**config.mk**
```make
export PLATFORM = sky130hd
export DESIGN_NAME = serial_subtractor_4bit
export DESIGN_NICKNAME = d
export VERILOG_FILES = /design/src/rtl/serial_subtractor_4bit.sv
export SDC_FILE = /design/constraint.sdc
export NUM_CORES = 1
export LEC_CHECK = 0
export ABC_CLOCK_PERIOD_IN_PS = 2500
export BUFFER_PORTS_ARGS = -buffer_cell sky130_fd_sc_hd__buf_2
export CAP_MARGIN = 20
export CORE_UTILIZATION = 56
export CTS_CLUSTER_DIAMETER = 200
export DETAILED_ROUTE_END_ITERATION = 16
export GPL_TIMING_DRIVEN = 0
export PLACE_DENSITY_LB_ADDON = 0.1
export SYNTH_ARGS = -nofsm -noshare
export SYNTH_HDL_FRONTEND = slang
export SYNTH_SLANG_ARGS = --single-unit
```
**constraint.sdc**
```tcl
create_clock -name clk -period 2.5 [get_ports clk]
set_clock_uncertainty 0.15 [all_clocks]
set_input_delay 0.5 -clock clk [delete_from_list [all_inputs] [get_ports clk]]
set_output_delay 0.5 -clock clk [all_outputs]
set_load 0.02 [all_outputs]
```
**src/rtl/serial_subtractor_4bit.sv**
```systemverilog
// serial_subtractor_4bit
//   Bit-serial, LSB-first subtractor. It computes a - b one bit per clock
//   using a single full-subtractor cell and a borrow flop. The result is
//   available N clock cycles after the start request is accepted.
//
//   Optional feature: define SERIAL_SUBTRACTOR_OVF_EN to add the ovf output.
//   ovf flags a signed two's-complement overflow and is held with diff.
//
// Ports
//   clk         rising-edge clock
//   rst_n       asynchronous active-low reset
//   start       request a new operation; only sampled in IDLE or DONE
//   a, b        minuend and subtrahend, captured when start is accepted
//   busy        high while the operand bits are being shifted through
//   done        one-cycle pulse; diff and borrow_out are fresh this cycle
//   diff        (a - b) mod 2^N, held until the next completion
//   borrow_out  unsigned underflow (a < b), held with diff
//   ovf         (SERIAL_SUBTRACTOR_OVF_EN only) signed overflow, held with diff

module serial_subtractor_4bit #(
  parameter int N = 4
) (
  input  logic         clk,
  input  logic         rst_n,
  input  logic         start,
  input  logic [N-1:0] a,
  input  logic [N-1:0] b,
  output logic         busy,
  output logic         done,
  output logic [N-1:0] diff,
  output logic         borrow_out
`ifdef SERIAL_SUBTRACTOR_OVF_EN
  ,
  output logic         ovf
`endif
);

  localparam int CW = (N > 1) ? $clog2(N) : 1;

  typedef enum logic [1:0] {
    S_IDLE  = 2'd0,
    S_SHIFT = 2'd1,
    S_DONE  = 2'd2
  } state_t;

  state_t state_reg, state_next;

  logic [N-1:0]  a_sh_reg;
  logic [N-1:0]  b_sh_reg;
  // Only the upper N-1 result bits need storage: the final bit is combined
  // directly into diff on the completion edge.
  logic [N-2:0]  r_sh_reg;
  logic          brw_reg;
  logic [CW-1:0] cnt_reg;
`ifdef SERIAL_SUBTRACTOR_OVF_EN
  logic          a_msb_reg;
  logic          b_msb_reg;
`endif

  logic          d_bit;
  logic          brw_next;
  logic [N-1:0]  r_next;
  logic          accept;
  logic          last_bit;

  // Full-subtractor cell on the current LSBs.
  assign d_bit    = a_sh_reg[0] ^ b_sh_reg[0] ^ brw_reg;
  assign brw_next = (~a_sh_reg[0] & b_sh_reg[0]) |
                    (~(a_sh_reg[0] ^ b_sh_reg[0]) & brw_reg);

  // New bit enters at the MSB, so after N shifts the result is LSB-aligned.
  assign r_next   = {d_bit, r_sh_reg};

  assign accept   = start && ((state_reg == S_IDLE) || (state_reg == S_DONE));
  assign last_bit = (state_reg == S_SHIFT) && (cnt_reg == CW'(N - 1));

  // Next-state and outputs
  always_comb begin
    state_next = state_reg;
    busy       = 1'b0;
    done       = 1'b0;
    case (state_reg)
      S_IDLE: begin
        if (start) state_next = S_SHIFT;
      end
      S_SHIFT: begin
        busy = 1'b1;
        if (cnt_reg == CW'(N - 1)) state_next = S_DONE;
      end
      S_DONE: begin
        done = 1'b1;
        state_next = start ? S_SHIFT : S_IDLE;
      end
      default: state_next = S_IDLE;
    endcase
  end

  always_ff @(posedge clk or negedge rst_n) begin
    if (!rst_n) begin
      state_reg <= S_IDLE;
    end else begin
      state_reg <= state_next;
    end
  end

  // Datapath
  always_ff @(posedge clk or negedge rst_n) begin
    if (!rst_n) begin
      a_sh_reg   <= '0;
      b_sh_reg   <= '0;
      r_sh_reg   <= '0;
      brw_reg    <= 1'b0;
      cnt_reg    <= '0;
      diff       <= '0;
      borrow_out <= 1'b0;
`ifdef SERIAL_SUBTRACTOR_OVF_EN
      a_msb_reg  <= 1'b0;
      b_msb_reg  <= 1'b0;
      ovf        <= 1'b0;
`endif
    end else if (accept) begin
      a_sh_reg  <= a;
      b_sh_reg  <= b;
      r_sh_reg  <= '0;
      brw_reg   <= 1'b0;
      cnt_reg   <= '0;
`ifdef SERIAL_SUBTRACTOR_OVF_EN
      // The shift registers lose the sign bits, so keep them for ovf.
      a_msb_reg <= a[N-1];
      b_msb_reg <= b[N-1];
`endif
    end else if (state_reg == S_SHIFT) begin
      a_sh_reg <= a_sh_reg >> 1;
      b_sh_reg <= b_sh_reg >> 1;
      brw_reg  <= brw_next;
      r_sh_reg <= r_next[N-1:1];
      cnt_reg  <= cnt_reg + CW'(1);
      if (last_bit) begin
        diff       <= r_next;
        borrow_out <= brw_next;
`ifdef SERIAL_SUBTRACTOR_OVF_EN
        // d_bit is the result MSB on the last shift.
        ovf        <= (a_msb_reg != b_msb_reg) && (d_bit != a_msb_reg);
`endif
      end
    end
  end

endmodule

```
# Word-level counts from Yosys, hierarchy flattened
# Cells that the tools add are included.
# Widths: inputs -> output; s select.
[word_totals]
regBits = 21
latch_bits = 0
mem_bits_rw = 0
mem_bits_ro = 0
input_bits = 11
output_inout_bits = 7
word_cells = 45
mem_count = 0
[op_classes]
add_sub_neg = 1
multipliers = 0
n_div = 0
magnitude_cmp = 0
eq_ne = 5
n_shift = 0
mux = 16
n_bitwise = 8
reduce_logical = 7
[ops]
columns = ["operator", "n"]
rows = [
  ["$mux 4", 4],
  ["$mux 2", 4],
  ["$mux 3", 2],
  ["$pmux 2 s3", 1],
  ["$mux 1", 5],
  ["$eq 2x2->1 const B", 2],
  ["$not 1->1", 3],
  ["$reduce_and 3->1", 1],
  ["$add 2x1->2 const B", 1],
  ["$and 1x1->1", 2],
  ["$eq 2x1->1 const B", 1],
  ["$logic_and 1x1->1", 2],
  ["$logic_not 2->1", 1],
  ["$ne 2x1->1 const B", 1],
  ["$ne 2x2->1 const B", 1],
  ["$reduce_and 2->1", 1],
  ["$reduce_bool 2->1", 1],
  ["$xor 1x1->1", 2],
  ["$logic_or 1x1->1", 1],
  ["$or 1x1->1", 1],
]

# Depth between registers and ports, before layout
# Gate-level depths: netlist of run 1.
[depth]
ltp_word = 6
ltp_mapped = 4
depth_no_buf = 4

# Worst setup path before layout of run 1
# OpenSTA, ideal clock, no wires.
[synth_timing]
path_kind = "reg-to-output"
startpoint = "reg state_reg[0]"
endpoint = "out done"
arrival_time_ns = 0.898
required_time_ns = 1.850
slack_ns = 0.952
path_stages_with_launch = 3
n_path_buf = 1
path_cell_list = "dfrtp_1 buf_4 nor2b_1"
[synth_between]
elab_chain_cells = 2
[synth_rtl]
columns = ["item", "line", "rtl"]
rows = [
  ["start, declared", "46", "state_t state_reg, state_next;"],
  ["start signal, assigned", "102", "state_reg <= state_next;"],
  ["$eq 2x2->1", "82", "case (state_reg)"],
  ["$mux 1", "82", ""],
  ["end, declared", "29", "output logic done,"],
]
# No other way between the ends.

# Final worst setup path of run 1
[layout_timing]
startpoint = "reg state_reg[1]"
endpoint = "out busy"
[layout_between]
elab_chain_cells = 2
[layout_rtl]
columns = ["item", "line", "rtl"]
rows = [
  ["$eq 2x1->1", "82", ""],
  ["$mux 1", "82", ""],
  ["end, declared", "28", "output logic busy,"],
]
# No other way between the ends.

==> results.toml, run 1 <==
[outcome]
status = "complete, no violations"

[power]
static-leakage-power_nw = 0.551
power.ir.vdd_worst_uv = 684
share_clk_of_total_power_pct = 11.8
power_switching_mw = 0.505
internal-power_mw = 0.843
report.power.total_mw = 1.35
combinationalPowerShare_pct = 44.7
power_density_normalized_to_cell_area_nw_per_um2 = 1250
power.share.switching_pct = 37.5
pwr-share-seq_pct = 43.5

[drt]
detailedRoute.firstPassIterationCount = 3
route.detailed.drc = 0
via_count = 625
avgViaCountPerCell = 5.48
initial_drc_count = 2
antenna_violating_nets_post_route = 0
drt-total-wl_um = 1580
routedWlPerCell_um = 13.9

[critical_path]
cp_data_required_time_ns = 1.85
timing.critical_path.from_type = "flip-flop"
path_class = "flip-flop to primary output"
worstPathMaxFanout = 10
critical_path.startpoint = "state_reg[1]$_DFFE_PN0P_"
timing.rr.start = "a_sh_reg[0]$_DFFE_PN0P_"
worst_ep_arrival_time_ns = 1.39
critical_path.endpoint_type = "primary output"

[sta]
rsz_0062_raised_after_global_routing = "false"
fmaxAchievable_ghz = 0.489
tightestPinTransition_ns = 0.468
layout_worst_path_cycle_share_pct = 81.7
maxSlewViolCount = 0
max_slew_margin_pct = 68.8
setup_viol = 0
hold_slack_ns = 0.266
fin_tns_setup_ns = 0
timing.final.crit_period_ns = 2.04
timing_hold_violations_final = 0

[placed_design]
place_hpwl_um = 1120
globalplace.congestion = 0.684
dpl.cell_count = 109
numPortBuffers = 17
placement.cell_area_um2 = 1040

[final_layout]
multiInputGateArea_um2 = 350
instances_no_fill = 114
seqCellArea_um2 = 526
fin_nets = 112
finish.instance_area_um2 = 1080
num_antenna_cells = 0
number_of_inserted_filler_cells_in_the_final_layout = 121
areaGrowthSynthToFinish_pct = 15.2
layout-drive-gt1-share_pct = 33.7

[die]
boundaryPins = 18
floorplan.core_area_um2 = 1540
die_area_um2 = 1840
num_rows = 14
die_w_um = 42.9
die_height_um = 42.9
initial_utilization_pct = 60.7

[yosys]
fraction_of_registers_with_async_set_reset_pct = 100
synth_seq_area_share_pct = 56.1
postSynth.topFlopCell = "sky130_fd_sc_hd__dfrtp_1"
syn-num-nets = 89
ys_warn_count = 0
synth_cell_types = 21
synth_edf_count = 0
post_synth_instance_area_um2 = 936
synthCells = 76
ys_seq_elements = 21
syn-mean-instance-area_um2 = 12.3

[clock_tree]
postCtsResizedCells = 0
tritoncts.num_buffers = 3
cts-htree-levels = 1
clockBufferDepth = 2
clk_transition_reported_paths_ns = 0.12
clock_insertion_delay_worst_skew_ns = 0.29
cts.root.buffer_cell = "sky130_fd_sc_hd__clkbuf_4"
tritoncts = "yes"
numClockSinks = 21

[min_path]
class_of_the_tightest_hold_or_removal_check = "input port to flip-flop"
hold_path.startpoint = "a[3]"

[grt]
largest_net_degree_at_the_start_of_global_routing = 22
busiest_layer = "met2"
antenna_found_initial = 0
grt_pass1_wl_um = 2660
via_count_of_the_first_global_routing_pass = 600
global_route.usage.met3_pct = 3.83
met2_usage_pct = 32.7
grt_usage_pct = 19.4
gr-total-overflow = 0
grt_met1_usage_pct = 25.2

[flow_run]
max-cap-violations = 0
-- Yosys cell counts, types with 2 or more instances --
master	instances	area [µm²]
sky130_fd_sc_hd__mux2i_1	2	20.0
sky130_fd_sc_hd__a22o_1	7	61.3
sky130_fd_sc_hd__inv_1	8	30.0
sky130_fd_sc_hd__buf_6	2	22.5
sky130_fd_sc_hd__nor2b_1	3	18.8
sky130_fd_sc_hd__o21ai_0	3	15.0
sky130_fd_sc_hd__nand2_1	2	7.51
sky130_fd_sc_hd__mux2_2	7	78.8
sky130_fd_sc_hd__dfrtp_1	21	526
sky130_fd_sc_hd__a211oi_1	2	15.0
sky130_fd_sc_hd__a21oi_1	6	30.0
sky130_fd_sc_hd__o22ai_1	4	25.0
-- critical path, cell delays in order, from the launching register on --
cell and delay [ns]:
sky130_fd_sc_hd__dfrtp_1 0.39, sky130_fd_sc_hd__buf_6 0.14, sky130_fd_sc_hd__nand2b_1 0.23, sky130_fd_sc_hd__inv_1 0.16, sky130_fd_sc_hd__buf_2 0.18
-- path summary, 6_finish.rpt --
check / end / slack (ns) / depth (start not counted)
worst min-delay path: a_sh_reg[3]$_DFFE_PN0P_ / 0.27 / 2
worst max register to register: diff[3]$_DFFE_PN0P_ / 1.02 / 2
worst max-delay path: busy / 0.46 / 4
max in group asynchronous: borrow_out$_DFFE_PN0P_ / 1.35 / 2
min in group asynchronous: diff[1]$_DFFE_PN0P_ / 0.53 / 2
worst min register to register: borrow_out$_DFFE_PN0P_ / 0.34 / 2
-- through the flow --
step,util (%),setup WS [ns]
after detailed placement,67.5,0.807
after global placement,67.5,0.816
after global routing,70.0,0.389
after floorplan,-,0.952
after CTS,70.0,0.463
final,70.0,0.457
-- layout make-up --
| type | count | share of cell area (%) |
|---|---|---|
| flip-flops and latches | 21 | 48.7 |
| multi-input cells | 44 | 32.5 |
| repair buffers | 18 | 8.82 |
| plain buffers | 3 | 2.78 |
| inverters | 8 | 2.78 |
| clock buffers | 3 | 2.09 |
| well taps | 16 | 1.86 |
| clock inverters | 1 | 0.464 |
-- cell families after synthesis --
kind of cell / count (synthesis) / synth area share, %
buf+inv: 11 / 6.42
fa+ha+maj: 2 / 3.48
mux: 9 / 10.6
simple gates: 10 / 6.95
compound gates: 23 / 16.4
flops: 21 / 56.1
-- cells in the final DEF, fill, tap and decap left out, types with 2 or more instances in the layout --
master / instances
sky130_fd_sc_hd__inv_1: 8
sky130_fd_sc_hd__a22o_1: 7
sky130_fd_sc_hd__a211oi_1: 2
sky130_fd_sc_hd__dfrtp_1: 21
sky130_fd_sc_hd__nor2b_1: 3
sky130_fd_sc_hd__buf_2: 17
sky130_fd_sc_hd__clkbuf_4: 3
sky130_fd_sc_hd__buf_6: 2
sky130_fd_sc_hd__mux2_2: 7
sky130_fd_sc_hd__o21ai_0: 3
sky130_fd_sc_hd__mux2i_1: 2
sky130_fd_sc_hd__a21oi_1: 6
sky130_fd_sc_hd__o22ai_1: 4
sky130_fd_sc_hd__nand2_1: 2
-- repair_timing --
item,CTS,global route
hold endpoints to repair,21,0
hold buffers,1,0
setup buffers,0,0
-- power groups by stage --
stage	clock network [mW]	registers [mW]	logic (mW)
after detailed placement	0	0.595	0.611
after global placement	0	0.587	0.594
after global routing	0.179	0.605	0.673
after floorplan	0	0.615	0.424
after CTS	0.165	0.588	0.613
final	0.159	0.587	0.603
-- metal layers --
metal  part of all wire, %  vias up
li1                      -      310
met1                    48      300
met2                    48       13
met3                   2.8        2
met4                  0.82        0
met5                     0        -
No activity file was read; power rests on OpenSTA's default activity.
==> run 2: changes to the inputs <==
--- a/config.mk
+++ b/config.mk
@@ -5,10 +5,10 @@
 export SDC_FILE = /design/constraint.sdc
 export NUM_CORES = 1
 export LEC_CHECK = 0
-export ABC_CLOCK_PERIOD_IN_PS = 2500
+export ABC_CLOCK_PERIOD_IN_PS = 1950
 export BUFFER_PORTS_ARGS = -buffer_cell sky130_fd_sc_hd__buf_2
 export CAP_MARGIN = 20
-export CORE_UTILIZATION = 56
+export CORE_UTILIZATION = 52
 export CTS_CLUSTER_DIAMETER = 200
 export DETAILED_ROUTE_END_ITERATION = 16
 export GPL_TIMING_DRIVEN = 0
==> constraint.sdc (replaced) <==
create_clock -name clk -period 1.95 [get_ports clk]
set_clock_uncertainty 0.15 [all_clocks]
set_input_delay 0.39 -clock clk [delete_from_list [all_inputs] [get_ports clk]]
set_output_delay 0.39 -clock clk [all_outputs]
set_load 0.02 [all_outputs]
==> run 2 against run 1 <==
  * Worst setup slack worse by 0.41 ns
  * Sequential share of layout area fell by 0.39 points
  * Clock power up 33%
  * Flip-flop and latch count did not move
  * Utilization shrank 1.8 points
  * First-iteration DRC count grew to 8.0 times the previous value
  * Critical path depth unchanged
  * Clock-buffer cell count increased by 1
  * Worst hold slack worse by 0.12 ns
  * Register-to-register slack lost 0.56 ns
  * Final area up 0.81%
  * Final cell count up 7.0%
  * Highest routed layer unchanged
==> results.toml, run 2 (synthesis gave the netlist of run 1 again) <==
[grt]
via_count_of_the_first_global_routing_pass = 608
gr-total-overflow = 0
antenna_found_initial = 0
grt_usage_pct = 21.9
largest_net_degree_at_the_start_of_global_routing = 22
grt_pass1_wl_um = 2930

[die]
die_height_um = 44.4
boundaryPins = 18
floorplan.core_area_um2 = 1590
die_w_um = 44.4
num_rows = 14
die_area_um2 = 1970
initial_utilization_pct = 58.7

[placed_design]
numPortBuffers = 17
globalplace.congestion = 0.681

[sta]
timing_hold_violations_final = 0
rsz_0062_raised_after_global_routing = "false"
hold_slack_ns = 0.146
maxSlewViolCount = 0
tightestPinTransition_ns = 0.458
timing.final.crit_period_ns = 1.90
layout_worst_path_cycle_share_pct = 97.6
setup_viol = 0
fin_tns_setup_ns = 0
max_slew_margin_pct = 69.5
fmaxAchievable_ghz = 0.525

[critical_path]
timing.rr.start = "b_sh_reg[0]$_DFFE_PN0P_"
worst_ep_arrival_time_ns = 1.36
critical_path.startpoint = "state_reg[1]$_DFFE_PN0P_"
timing.critical_path.from_type = "flip-flop"
worstPathMaxFanout = 10
critical_path.endpoint_type = "primary output"
reg2reg_slack_ns = 0.46
path_class = "flip-flop to primary output"
cp_data_required_time_ns = 1.41

[final_layout]
num_antenna_cells = 0
fin_nets = 112
areaGrowthSynthToFinish_pct = 16.2
most_used_cells_in_the_layout_excluding_fill_and_tap_cells = "sky130_fd_sc_hd__dfrtp_1 (21), sky130_fd_sc_hd__buf_2 (17), sky130_fd_sc_hd__inv_1 (7), sky130_fd_sc_hd__mux2_2 (7), sky130_fd_sc_hd__a22o_1 (7)"
final_common_cell = "sky130_fd_sc_hd__dfrtp_1"
layout-drive-gt1-share_pct = 33.7

[power]
power.ir.vdd_worst_uv = 982
static-leakage-power_nw = 0.547
power_density_normalized_to_cell_area_nw_per_um2 = 1610

[drt]
routedWlPerCell_um = 13.7
avgViaCountPerCell = 5.33
drt-total-wl_um = 1670
detailedRoute.firstPassIterationCount = 4
via_count = 650
route.detailed.drc = 0
antenna_violating_nets_post_route = 0
initial_drc_count = 16

[flow_run]
max-cap-violations = 0

[clock_tree]
cts-htree-levels = 1
clockBufferDepth = 2
clk_transition_reported_paths_ns = 0.12
cts.root.buffer_cell = "sky130_fd_sc_hd__clkbuf_4"
clock_insertion_delay_worst_skew_ns = 0.31
cts_setup_buffers = 0
tritoncts = "yes"
numClockSinks = 21
tritoncts.num_buffers = 3

[outcome]
status = "complete, no violations"

[min_path]
class_of_the_tightest_hold_or_removal_check = "input port to flip-flop"
hold_path.startpoint = "a[3]"
-- run 2: changes by cell type in the layout (fill, tap and decap cells not counted) --
cell	delta
sky130_fd_sc_hd__inv_1	-1
sky130_fd_sc_hd__inv_2	+1
sky130_fd_sc_hd__clkbuf_1	+1
sky130_fd_sc_hd__clkinv_2	-1
-- run 2: worst max-delay path, stage by stage (launching register included) --
cell and delay (ns):
sky130_fd_sc_hd__dfrtp_1 0.39, sky130_fd_sc_hd__buf_6 0.14, sky130_fd_sc_hd__nand2b_1 0.24, sky130_fd_sc_hd__inv_2 0.12
sky130_fd_sc_hd__buf_2 0.17
-- run 2: cell type report --
class | instances | area (µm²)
Buffer | 3 | 30.0
Clock buffer | 4 | 26.3
Fill cell | 137 | 507
Inverter | 8 | 30.0
Multi-Input combinational cell | 44 | 350
Sequential cell | 21 | 526
Tap cell | 24 | 30.0
Timing Repair Buffer | 18 | 95.1
-- run 2: timing repair --
item                                    in CTS  in global routing
endpoints found under the hold margin       21                  0
endpoints found under the setup margin       0                  1
hold buffers                                 1                  0
gates resized for setup                      0                  1
-- run 2: per-stage QoR --
stage	utilization, %	instance area (µm²)	cells	setup slack, ns	power (mW)
after global placement	65.9	1050	117	0.378	1.51
after detailed placement	65.9	1050	117	0.376	1.55
final	68.2	1090	122	0.0462	1.76
after CTS	68.2	1090	122	0.0199	1.76
after floorplan	-	936	76	0.512	1.33
after global routing	68.2	1090	122	0.00112	1.89
-- run 2: path summary, 6_finish.rpt --
check                                     endpoint  cells after the start
max                                           busy                      4
min                        a_sh_reg[3]$_DFFE_PN0P_                      2
max reg2reg                    diff[3]$_DFFE_PN0P_                      3
min reg2reg                 borrow_out$_DFFE_PN0P_                      2
max in group asynchronous      diff[0]$_DFFE_PN0P_                      2
min in group asynchronous  a_sh_reg[1]$_DFFE_PN0P_                      2
-- run 2: power by group --
part	internal (mW)	total, mW	switching, mW
clock network	0.0799	0.212	0.132
registers	0.628	0.756	0.128
logic	0.378	0.787	0.409
total	1.09	1.76	0.670
-- run 2: layer usage --
| metal | vias to the layer above | wire length, µm | GRT usage [%] |
|---|---|---|---|
| met5 | - | 0 | 0 |
| li1 | 314 | - | - |
| met2 | 19 | 816 | 33.8 |
| met3 | 4 | 58 | 3.67 |
| met1 | 313 | 750 | 28.5 |
| met4 | 0 | 46 | 14.5 |
==> run 3: changes to the inputs <==
--- a/config.mk
+++ b/config.mk
@@ -5,13 +5,11 @@
 export SDC_FILE = /design/constraint.sdc
 export NUM_CORES = 1
 export LEC_CHECK = 0
-export ABC_CLOCK_PERIOD_IN_PS = 1950
 export BUFFER_PORTS_ARGS = -buffer_cell sky130_fd_sc_hd__buf_2
 export CAP_MARGIN = 20
 export CORE_UTILIZATION = 52
 export CTS_CLUSTER_DIAMETER = 200
 export DETAILED_ROUTE_END_ITERATION = 16
-export GPL_TIMING_DRIVEN = 0
 export PLACE_DENSITY_LB_ADDON = 0.1
 export SYNTH_ARGS = -nofsm -noshare
 export SYNTH_HDL_FRONTEND = slang
==> run 3 against run 2 <==
  * Via count fell by 0.15%
  * First-iteration DRC count down 69%
  * Final cell count up 1.6%
  * Maximum frequency grew 2.7%
  * Die area is the same
  * Worst hold slack better by 0.00079 ns
  * Total power fell by 0.27%
  * Clock-buffer cell count is the same
  * Critical path type unchanged
  * Critical endpoint unchanged
  * Largest power group unchanged
==> results.toml, run 3 (synthesis gave the netlist of run 1 again) <==
[final_layout]
finalCoreUtilization_pct = 68.9
final_common_cell = "sky130_fd_sc_hd__dfrtp_1"
num_antenna_cells = 0
fin_nets = 114
areaGrowthSynthToFinish_pct = 17.4
instances_no_fill = 124
most_used_cells_in_the_layout_excluding_fill_and_tap_cells = "sky130_fd_sc_hd__dfrtp_1 (20), sky130_fd_sc_hd__buf_2 (17), sky130_fd_sc_hd__inv_1 (8)"
layout-drive-gt1-share_pct = 36.0

[critical_path]
timing.critical_path.from_type = "flip-flop"
critical_path.endpoint_type = "primary output"
critical_path.startpoint = "state_reg[1]$_DFFE_PN0P_"
crit_buf_inv = 2
worst_ep_arrival_time_ns = 1.31
cp_top_family = "flip-flops"
highest_cell_delay_on_the_worst_timing_path_ns = 0.46
worst_path_max_delay_cell = "sky130_fd_sc_hd__dfrtp_2"
worstPathMaxFanout = 6
timing.rr.start = "state_reg[0]$_DFFE_PN0P_"
worstPathCellList = "nand2b_2 -> inv_1 -> buf_2"
path_class = "flip-flop to primary output"
cp_data_required_time_ns = 1.41

[die]
die_area_um2 = 1970
initial_utilization_pct = 58.7
die_height_um = 44.4
boundaryPins = 18
num_rows = 14
die_w_um = 44.4
floorplan.core_area_um2 = 1590

[drt]
initial_drc_count = 5
drt-total-wl_um = 1610
detailedRoute.firstPassIterationCount = 4
routedWlPerCell_um = 13.0
antenna_violating_nets_post_route = 0
via_count = 649
avgViaCountPerCell = 5.23
route.detailed.drc = 0

[outcome]
status = "complete, no violations"

[sta]
timing_hold_violations_final = 0
setup_viol = 0
rsz_0062_raised_after_global_routing = "false"
max_slew_margin_pct = 69.4
tightestPinTransition_ns = 0.459
fin_tns_setup_ns = 0
fmaxAchievable_ghz = 0.540
layout_worst_path_cycle_share_pct = 95.0
timing.final.crit_period_ns = 1.85
maxSlewViolCount = 0

[power]
static-leakage-power_nw = 0.556
power_density_normalized_to_cell_area_nw_per_um2 = 1590
power.ir.vdd_worst_uv = 782

[clock_tree]
tritoncts = "yes"
cts-htree-levels = 1
tritoncts.num_buffers = 3
clock_insertion_delay_worst_skew_ns = 0.31
clockBufferDepth = 2
clk_transition_reported_paths_ns = 0.11
numClockSinks = 21
cts.root.buffer_cell = "sky130_fd_sc_hd__clkbuf_4"

[placed_design]
dpl.cell_count = 115
globalplace.congestion = 0.692
numPortBuffers = 17
place_hpwl_um = 1080

[grt]
largest_net_degree_at_the_start_of_global_routing = 22
gr-total-overflow = 0
via_count_of_the_first_global_routing_pass = 566
antenna_found_initial = 0
grt_pass1_wl_um = 2590
grt_usage_pct = 19.3

[flow_run]
max-cap-violations = 0

[min_path]
class_of_the_tightest_hold_or_removal_check = "input port to flip-flop"
hold_path.startpoint = "a[3]"
-- run 3: power breakdown --
group          internal [mW]  switching [mW]  total (mW)
combinational          0.382           0.406       0.787
clock                 0.0799           0.130       0.210
sequential             0.629           0.124       0.753
total                   1.09           0.660        1.75
-- run 3: metal layers --
metal	GRT usage (%)	vias to the layer above	wire length [µm]
li1	-	317	-
met1	25.1	308	738
met2	29.4	19	784
met3	3.67	5	50
met4	12.7	0	40
met5	0	-	0
-- run 3: cell type report --
cell class | instances | area (µm²)
flip-flops and latches | 21 | 527
fillers | 124 | 495
repair buffers | 23 | 133
multi-input cells | 44 | 353
inverters | 8 | 30.0
clock buffers | 4 | 26.3
well taps | 24 | 30.0
-- run 3: worst register-to-register path: cells and delay by family, from the launching register on --
family                 cells  cell delay, ns
flip-flops                 1            0.42
multiplexers               1            0.30
buffers and inverters      1            0.21
AND/OR/NAND/NOR            1            0.07
AO/OA/AOI/OAI              1            0.25
-- run 3: final timing paths --
check                                      endpoint  slack, ns  depth (start not counted)
max in group asynchronous  state_reg[1]$_DFFE_PN0P_       0.90                          2
setup / recovery                               busy        0.1                          3
hold reg to reg              borrow_out$_DFFE_PN0P_       0.34                          2
setup reg to reg             cnt_reg[0]$_DFFE_PN0P_       0.44                          4
min in group asynchronous       diff[2]$_DFFE_PN0P_       0.40                          2
hold / removal              a_sh_reg[3]$_DFFE_PN0P_       0.15                          2
-- run 3: repair_timing --
action | in CTS | in global routing
buffers inserted | 0 | 4
gates resized for setup | 1 | 1
hold buffers | 1 | 0
endpoints found under the hold margin | 21 | 0
endpoints found under the setup margin | 1 | 1
-- run 3: stage by stage --
| stage | setup slack [ns] | power (mW) | cell area (µm²) | hold slack (ns) |
|---|---|---|---|---|
| final | 0.0968 | 1.75 | 1100 | 0.147 |
| after global routing | 0.0390 | 1.89 | 1100 | 0.150 |
| after CTS | 0.0176 | 1.72 | 1070 | 0.148 |
| after detailed placement | 0.325 | 1.51 | 1030 | 0.216 |
| after global placement | 0.367 | 1.49 | 1030 | 0.215 |
| after floorplan | 0.512 | 1.33 | 936 | -0.0556 |
